===== config.mk =====
export PLATFORM = sky130hd
export DESIGN_NAME = dcache_port_arbiter
export DESIGN_NICKNAME = d
export VERILOG_FILES = /design/src/rtl/dcache_port_arbiter.sv
export SDC_FILE = /design/constraint.sdc
export NUM_CORES = 1
export LEC_CHECK = 0
export CAP_MARGIN = 30
export CORE_AREA = 3 3 271 273
export DETAILED_ROUTE_END_ITERATION = 10
export DIE_AREA = 0 0 274 276
export SLEW_MARGIN = 20
export SYNTH_ARGS = -nofsm -noshare
export SYNTH_HDL_FRONTEND = slang
export SYNTH_SLANG_ARGS = --single-unit

===== constraint.sdc =====
create_clock -name clk -period 2.85 [get_ports clk]
set_input_delay 0.57 -clock clk [delete_from_list [all_inputs] [get_ports clk]]
set_output_delay 0.57 -clock clk [all_outputs]
set_load 0.05 [all_outputs]

===== src/rtl/dcache_port_arbiter.sv =====
// dcache_port_arbiter: round-robin front-end sharing one data-cache port among N requesters
module dcache_port_arbiter #(
  parameter int ADDR_WIDTH = 64,
  parameter int DATA_WIDTH = 64,
  parameter int NUM_PORTS  = 3,
  parameter int TIMEOUT    = 256
) (
  input  logic                              clk,
  input  logic                              rst,
  input  logic [NUM_PORTS-1:0]              req_valid,
  output logic [NUM_PORTS-1:0]              req_ready,
  input  logic [NUM_PORTS-1:0]              req_wen,
  input  logic [NUM_PORTS*ADDR_WIDTH-1:0]   req_addr,
  input  logic [NUM_PORTS*DATA_WIDTH-1:0]   req_wdata,
  input  logic [NUM_PORTS*DATA_WIDTH/8-1:0] req_wmask,
  output logic [NUM_PORTS-1:0]              rsp_valid,
  output logic [DATA_WIDTH-1:0]             rsp_rdata,
  output logic                              rsp_err,
  output logic                              c_req_valid,
  input  logic                              c_req_ready,
  output logic                              c_wen,
  output logic [ADDR_WIDTH-1:0]             c_addr,
  output logic [DATA_WIDTH-1:0]             c_wdata,
  output logic [DATA_WIDTH/8-1:0]           c_wmask,
  input  logic                              c_rsp_valid,
  input  logic [DATA_WIDTH-1:0]             c_rsp_rdata
);
  localparam int PW = $clog2(NUM_PORTS);
  localparam int WW = TIMEOUT > 0 ? $clog2(TIMEOUT + 1) : 1;
  localparam int MW = DATA_WIDTH / 8;
  typedef enum logic [1:0] {IDLE, ISSUE, WAIT} state_t;
  state_t                 state_q, state_d;
  logic [PW-1:0]          rr_ptr_q, rr_ptr_d, grant_q, grant_d, nxt_ptr, g, idx;
  logic [PW:0]            sum;
  logic [WW-1:0]          wdog_q, wdog_d;
  logic                   found, sel_wen;
  logic [ADDR_WIDTH-1:0]  sel_addr;
  logic [DATA_WIDTH-1:0]  sel_wdata;
  logic [MW-1:0]          sel_wmask;
  logic                   c_req_valid_q, c_req_valid_d, c_wen_q, c_wen_d;
  logic [ADDR_WIDTH-1:0]  c_addr_q, c_addr_d;
  logic [DATA_WIDTH-1:0]  c_wdata_q, c_wdata_d, rsp_rdata_q, rsp_rdata_d;
  logic [MW-1:0]          c_wmask_q, c_wmask_d;
  logic [NUM_PORTS-1:0]   rsp_valid_q, rsp_valid_d;
  logic                   rsp_err_q, rsp_err_d;
  // round-robin search from rr_ptr; descending scan so the nearest requester wins
  always_comb begin
    found = 1'b0;
    g = '0;
    sum = '0;
    idx = '0;
    for (int k = NUM_PORTS - 1; k >= 0; k--) begin
      sum = {1'b0, rr_ptr_q} + (PW+1)'(k);
      idx = (sum >= (PW+1)'(NUM_PORTS)) ? PW'(sum - (PW+1)'(NUM_PORTS)) : PW'(sum);
      if (req_valid[idx]) begin
        found = 1'b1;
        g = idx;
      end
    end
  end
  // mux the winning port's request fields
  always_comb begin
    sel_wen = 1'b0;
    sel_addr = '0;
    sel_wdata = '0;
    sel_wmask = '0;
    for (int i = 0; i < NUM_PORTS; i++) begin
      if (g == PW'(i)) begin
        sel_wen = req_wen[i];
        sel_addr = req_addr[i*ADDR_WIDTH +: ADDR_WIDTH];
        sel_wdata = req_wdata[i*DATA_WIDTH +: DATA_WIDTH];
        sel_wmask = req_wmask[i*MW +: MW];
      end
    end
  end
  assign req_ready = (state_q == IDLE && found) ? NUM_PORTS'(1) << g : '0;
  assign nxt_ptr = (grant_q == PW'(NUM_PORTS - 1)) ? '0 : grant_q + PW'(1);
  // next-state: accept in IDLE, hold request until handshake, complete or time out in WAIT
  always_comb begin
    state_d = state_q;
    rr_ptr_d = rr_ptr_q;
    grant_d = grant_q;
    wdog_d = wdog_q;
    c_req_valid_d = c_req_valid_q;
    c_wen_d = c_wen_q;
    c_addr_d = c_addr_q;
    c_wdata_d = c_wdata_q;
    c_wmask_d = c_wmask_q;
    rsp_valid_d = '0;
    rsp_rdata_d = '0;
    rsp_err_d = 1'b0;
    case (state_q)
      IDLE: if (found) begin
        state_d = ISSUE;
        grant_d = g;
        c_req_valid_d = 1'b1;
        c_wen_d = sel_wen;
        c_addr_d = sel_addr;
        c_wdata_d = sel_wdata;
        c_wmask_d = sel_wmask;
      end
      ISSUE: if (c_req_ready) begin
        state_d = WAIT;
        c_req_valid_d = 1'b0;
        wdog_d = '0;
      end
      WAIT: if (c_rsp_valid) begin
        state_d = IDLE;
        rsp_valid_d = NUM_PORTS'(1) << grant_q;
        rsp_rdata_d = c_rsp_rdata;
        rr_ptr_d = nxt_ptr;
      end else if (TIMEOUT != 0 && wdog_q == WW'(TIMEOUT - 1)) begin
        state_d = IDLE;
        rsp_valid_d = NUM_PORTS'(1) << grant_q;
        rsp_err_d = 1'b1;
        rr_ptr_d = nxt_ptr;
      end else begin
        wdog_d = (wdog_q == '1) ? wdog_q : wdog_q + WW'(1);
      end
      default: state_d = IDLE;
    endcase
  end
  // state and registered outputs; reset drops any in-flight transaction silently
  always_ff @(posedge clk) begin
    if (rst) begin
      state_q <= IDLE;
      rr_ptr_q <= '0;
      grant_q <= '0;
      wdog_q <= '0;
      c_req_valid_q <= 1'b0;
      c_wen_q <= 1'b0;
      c_addr_q <= '0;
      c_wdata_q <= '0;
      c_wmask_q <= '0;
      rsp_valid_q <= '0;
      rsp_rdata_q <= '0;
      rsp_err_q <= 1'b0;
    end else begin
      state_q <= state_d;
      rr_ptr_q <= rr_ptr_d;
      grant_q <= grant_d;
      wdog_q <= wdog_d;
      c_req_valid_q <= c_req_valid_d;
      c_wen_q <= c_wen_d;
      c_addr_q <= c_addr_d;
      c_wdata_q <= c_wdata_d;
      c_wmask_q <= c_wmask_d;
      rsp_valid_q <= rsp_valid_d;
      rsp_rdata_q <= rsp_rdata_d;
      rsp_err_q <= rsp_err_d;
    end
  end
  assign c_req_valid = c_req_valid_q;
  assign c_wen = c_wen_q;
  assign c_addr = c_addr_q;
  assign c_wdata = c_wdata_q;
  assign c_wmask = c_wmask_q;
  assign rsp_valid = rsp_valid_q;
  assign rsp_rdata = rsp_rdata_q;
  assign rsp_err = rsp_err_q;
endmodule


==> qor.yml, run 1 <==
viasPerCell: 4.29
cts.sinks: 221
grt_pass1_wl_um: 74900
startpoint_type: "flip-flop"
outcome: "complete, but fails checks"
layout_commonest_cell: "clkdlybuf4s50_1"
violations: "setup timing"
setup_ws_ns: -0.0566
cp-end-kind: "output pin"
nets: 2211
rows: 98
max_stage_delay_ns: 0.34
min_period_ns: 2.91
wire_per_inst_um: 19.0
final.fill_count: 7395
synth_edf_count: 0
crit_fanout: 8
slew_viol_final: 0
area_growth_syn_to_layout_pct: 87.2
chipHeight_um: 276
die_w_um: 274
cts_buffers: 29
crit_chain: "inv_2 > ha_4 > mux2i_1 > nor2_2 > o31ai_4 > buf_4 > nor2_4 > buf_8"
critPathBufInv: 3
syn_nets: 1553
synthCells: 1065
start_util_pct: 15.2
tightest_slew_ns: 0.705
hp-class: "input port to flip-flop"
top_usage_layer: "met2"
hold_viol: 0
p_per_area_nw_per_um2: 539
seqCellArea_sq_um: 4430
peakVddDrop_mv: 0.379
cp_data_required_time_ns: 2.28
route.detailed.drc: 0
yosysWarningCount: 0
antenna_found_initial: 5
place_hpwl_um: 38200
cts.path.max_buffers: 3
synth_ff_type: "dfxtp_1"
worstSkewPairLatency_ns: 0.58
coreArea_sq_um: 71400
cpMaxStageDelayCell: "dfxtp_2"
finalNonFillerCells: 2699
use_met2_pct: 22.3
fmax_ghz: 0.344
postRouteAntennaNets: 0
syn_area_sq_um: 10900
netlist-cell-type-count: 42
pin_count: 691
finalCritPeriodShare_pct: 102
ys_seq_elements: 221
crit_arrival_ns: 2.34
rsz0062_at_grt: "yes"
met1_usage_pct: 14.8
async_reset_ff_share_pct: 0
gp_congestion: 0.805
drt_iter0_drc: 442
grt_pass1_vias: 12100
drive_gt1_share_pct: 8.65
grt_util_all_layers_pct: 12.6
cts_tree: "built"
cts_root_buffer: "clkbuf_16"
wl_um: 51300
place_inst: 2631
cts_max_level: 1
grt_max_degree: 121
numPortBuffers: 690
skew_ns: 0.0265
dieArea_sq_um: 75600
clkTransAtPathRegs_ns: 0.06
vias: 11600
critPathTopFamily: "buffers and inverters"
grt_overflow: 0
p_leak_nw: 6.90
slew_headroom_pct: 52.8
setup_viol: 3
multi_input_area_sq_um: 5970
layout_common_cells: "clkdlybuf4s50_1 (686), dfxtp_1 (219), mux2i_1 (139), nand3b_1 (138), nand4b_1 (137)"
syn_area_per_cell_sq_um: 10.2
drtPass1Iterations: 5
max_cap_violations: 0
yosysSeqAreaShare_pct: 40.7
critPathKind: "flip-flop to output pin"
p_total_mw: 11.0
timing.hold.ws_ns: 0.400
use_met3_pct: 2.86
==> area by class of cell <==
class                      instances  share of cell area, %
tap                              950                   5.85
clock buffer                      38                   3.88
antenna                            3                 0.0369
sequential                       221                   21.8
clock inverter                    16                   1.18
inverter                           7                  0.129
multi-input combinational        710                   29.4
timing repair buffer             754                   37.8
==> worst paths after layout <==
path                                      to  slack [ns]  cells after the start        start
worst max register to register   c_wdata[60]        0.25                     11  rr_ptr_q[0]
worst min-delay path               wdog_q[0]        0.40                      2          rst
worst max-delay path            req_ready[2]       -0.06                      8  rr_ptr_q[0]
worst min register to register   c_req_valid        0.47                      2  c_req_valid
==> cell usage after synthesis, types with 3 or more instances <==
master / number / share of area [%]
nand2_1: 10 / 0.35
inv_1: 6 / 0.21
mux2i_1: 140 / 13
nand3b_1: 138 / 9.5
o211ai_1: 39 / 2.7
o21ai_1: 3 / 0.14
nand2b_1: 6 / 0.35
nand4_1: 3 / 0.17
dfxtp_1: 221 / 41
and2_1: 64 / 3.7
xor2_1: 5 / 0.40
ha_1: 6 / 0.69
o311ai_1: 88 / 7.1
buf_4: 4 / 0.28
buf_2: 30 / 1.4
a21oi_1: 10 / 0.46
buf_6: 8 / 0.83
nor4b_1: 4 / 0.32
nand4b_1: 137 / 11
nor3b_1: 5 / 0.35
o211ai_2: 10 / 1.2
clkbuf_1: 83 / 2.9
nor2_1: 18 / 0.62
==> logic make-up (layout without fill, tap and decap cells) <==
kind of cell / after synthesis / after routing / share of synthesized area (%)
AO/OA/AOI/OAI: 160 / 160 / 12.3
multiplexers: 140 / 140 / 12.9
buffers and inverters: 134 / 815 / 5.67
AND/OR/NAND/NOR: 398 / 398 / 27.2
XOR/XNOR: 6 / 6 / 0.484
other: 0 / 3 / 0
adder cells (fa/ha/maj): 6 / 6 / 0.691
flip-flops: 221 / 221 / 40.7
==> through the flow <==
step / util [%] / instance area (sq um) / TNS (ns) / setup WS, ns
after floorplan: - / 10900 / -0.0165 / -0.0165
after global placement: 26.8 / 19100 / -3.04 / -0.128
after detailed placement: 26.8 / 19100 / -9.35 / -0.173
after CTS: 28.4 / 20300 / -0.221 / -0.0847
after global routing: 28.5 / 20300 / -0.426 / -0.155
final: 28.5 / 20300 / -0.136 / -0.0566
==> flip-flops by register name, summed over array words and instances (netlist names) <==
name,count
c_req_valid,1
c_wen,1
grant_q,2
rsp_rdata,64
rsp_valid,3
wdog_q,9
c_wmask,8
c_addr,64
c_wdata,64
state_q,2
rr_ptr_q,2
rsp_err,1
==> layer usage <==
metal | up-vias | routed length [um]
met5 | - | 13
met4 | 2 | 1740
met3 | 80 | 3940
met2 | 508 | 25000
met1 | 5577 | 20600
li1 | 5422 | -
==> worst reg2reg max path: stages (launching register included) <==
cell	delay (ns)
dfxtp_2	0.34
inv_2	0.05
ha_4	0.33
mux2i_1	0.23
nor2_2	0.09
o31ai_4	0.34
buf_4	0.17
buf_4	0.09
buf_4	0.11
buf_12	0.33
nand3b_1	0.32
o311ai_1	0.11
==> where the power goes <==
group / internal (mW) / total (mW) / leakage, nW / switching, mW
clock network: 2.49 / 3.98 / 0.503 / 1.49
logic: 1.51 / 3.45 / 4.59 / 1.95
registers: 3.36 / 3.52 / 1.81 / 0.160
total: 7.35 / 11.0 / 6.90 / 3.60
==> repair_timing <==
| action | CTS | global route |
|---|---|---|
| hold buffers | 0 | 0 |
| setup buffers | 9 | 2 |
| pin swaps | 7 | 3 |
| gates cloned | 0 | 0 |
| gates resized for setup | 19 | 5 |
| setup endpoints to repair | 3 | 3 |
Power figures use the tool's default switching activity.
==> run 2, diff against run 1 <==
==> constraint.sdc (replaced) <==
create_clock -name clk -period 2.85 [get_ports clk]
set_input_delay 0.57 -clock clk [delete_from_list [all_inputs] [get_ports clk]]
set_output_delay 0.57 -clock clk [all_outputs]
set_load 0.02 [all_outputs]
==> qor.yml, run 2 (synthesized netlist as in run 1, its figures left out) <==
pin_count: 691  # unchanged
crit_arrival_ns: 2.53  # was 2.34 ns
grt_pass1_wl_um: 74000  # was 74900 um
drive_gt1_share_pct: 8.61  # was 8.65%
crit_fanout: 8  # unchanged
cts_tree: "built"  # unchanged
hold_viol: 0  # unchanged
hold_buffers: 0  # unchanged
grt_pass1_vias: 12000  # was 12.1k
fmax_ghz: 0.322  # was 0.344 GHz
place_hpwl_um: 37800  # was 38200 um
startpoint_type: "flip-flop"  # unchanged
grt_util_all_layers_pct: 12.4  # was 12.6%
r2r_slack_ns: 0.02  # was 0.25 ns
start_util_pct: 15.2  # unchanged
tightest_slew_ns: 0.807  # was 0.705 ns
chipHeight_um: 276  # unchanged
setup_viol: 3  # unchanged
max_stage_delay_ns: 0.40  # was 0.34 ns
outcome: "complete, but fails checks"  # unchanged
rsz0062_at_grt: "yes"  # unchanged
route.detailed.drc: 0  # unchanged
crit_top_cell: "buf_4"
hp-class: "input port to flip-flop"  # unchanged
finalCritPeriodShare_pct: 109  # was 102%
rows: 98  # unchanged
min_period_ns: 3.10  # was 2.91 ns
postRouteAntennaNets: 0  # unchanged
setup_ws_ns: -0.251  # was -0.0566 ns
cts.sinks: 221  # unchanged
grt_max_degree: 147  # was 121
cp-end-kind: "output pin"  # unchanged
viasPerCell: 4.26  # was 4.29
area_growth_syn_to_layout_pct: 85.9  # was 87.2%
p_leak_nw: 6.84  # was 6.90 nW
cts_max_level: 1  # unchanged
dieArea_sq_um: 75600  # unchanged
crit_chain: "buf_4 > ha_4 > buf_4 > nor2_2 > o21ai_2 > a311oi_4 > buf_12 > nor3_4 > buf_6"  # was inv_2 > ha_4 > mux2i_1 > nor2_2 > o31ai_4 > buf_4 > nor2_4 > buf_8
p_total_mw: 10.1  # was 11.0 mW
peakVddDrop_mv: 0.410  # was 0.379 mV
cts.path.max_buffers: 3  # unchanged
p_per_area_nw_per_um2: 501  # was 539 nW/um^2
cts_root_buffer: "clkbuf_16"  # unchanged
critPathKind: "flip-flop to output pin"  # unchanged
cts_buffers: 29  # unchanged
cpMaxStageDelayCell: "nor3_4"  # was dfxtp_2
cp_data_required_time_ns: 2.28  # about the same
max_cap_violations: 0  # unchanged
layout_common_cells: "clkdlybuf4s50_1 (686), dfxtp_1 (219), mux2i_1 (139), nand3b_1 (138), nand4b_1 (137)"  # unchanged
skew_ns: 0.0142  # was 0.0265 ns
grt_overflow: 0  # unchanged
numPortBuffers: 690  # unchanged
drtPass1Iterations: 4  # was 5
fin_tns_setup_ns: -0.360  # was -0.136 ns
slew_headroom_pct: 46.2  # was 52.8%
wire_per_inst_um: 18.7  # was 19.0 um
slew_viol_final: 0  # unchanged
drt_iter0_drc: 542  # was 442
antenna_found_initial: 4  # was 5
post-route-util_pct: 28.3  # was 28.5%
nets: 2211  # unchanged
die_w_um: 274  # unchanged
worstSkewPairLatency_ns: 0.59  # was 0.58 ns
violations: "setup timing"  # unchanged
clkTransAtPathRegs_ns: 0.06  # about the same
gp_congestion: 0.816  # was 0.805
coreArea_sq_um: 71400  # unchanged
layout_commonest_cell: "clkdlybuf4s50_1"  # unchanged
wl_um: 50300  # was 51300 um
vias: 11500  # was 11.6k
run 2: cell type report:
type,count,area [sq um]
Antenna cell,2,5.00
Clock buffer,40,817
Clock inverter,11,151
Fill cell,7449,51200
Inverter,7,26.3
Multi-Input combinational cell,710,5970
Sequential cell,221,4430
Tap cell,950,1190
Timing Repair Buffer,754,7600
run 2: where the power goes:
part | switching [mW] | internal, mW
clock network | 1.50 | 2.27
registers | 0.157 | 3.36
logic | 1.35 | 1.49
run 2: metrics by stage:
step,instances,setup slack (ns),instance area [sq um],hold WS [ns]
after floorplan,1065,0.0982,10900,0.444
after global placement,2638,-1.08,19100,0.443
after global routing,2695,-0.413,20200,0.338
final,2695,-0.251,20200,0.350
after CTS,2693,-0.368,20200,0.303
after detailed placement,2638,-1.09,19100,0.445
run 2: final timing paths:
check,startpoint,end,cells past startpoint
max,rr_ptr_q[0],req_ready[0],9
min reg2reg,c_req_valid,c_req_valid,2
max reg2reg,rr_ptr_q[0],c_wdata[54],9
min,rst,rr_ptr_q[1],2
run 2: metal layers:
metal / up-vias / GRT usage [%] / wire (um)
li1: 5422 / - / -
met1: 5513 / 14.3 / 19800
met2: 477 / 22.3 / 25300
met3: 64 / 2.81 / 3660
met4: 4 / 4.06 / 1580
met5: - / 0 / 22
run 2: worst max-delay path: cells and delay by family, from the launching register on:
| family | cells | cell delay (ns) |
|---|---|---|
| AND/OR/NAND/NOR | 2 | 0.44 |
| buffers and inverters | 4 | 0.61 |
| AO/OA/AOI/OAI | 2 | 0.37 |
| flip-flops | 1 | 0.33 |
| adder cells (fa/ha/maj) | 1 | 0.18 |
run 2: repair_timing:
| item | 4_1_cts | 5_1_grt |
|---|---|---|
| endpoints found under the setup margin | 75 | 44 |
| setup buffers | 5 | 0 |
| pin swaps | 7 | 1 |
| gates resized for setup | 42 | 2 |
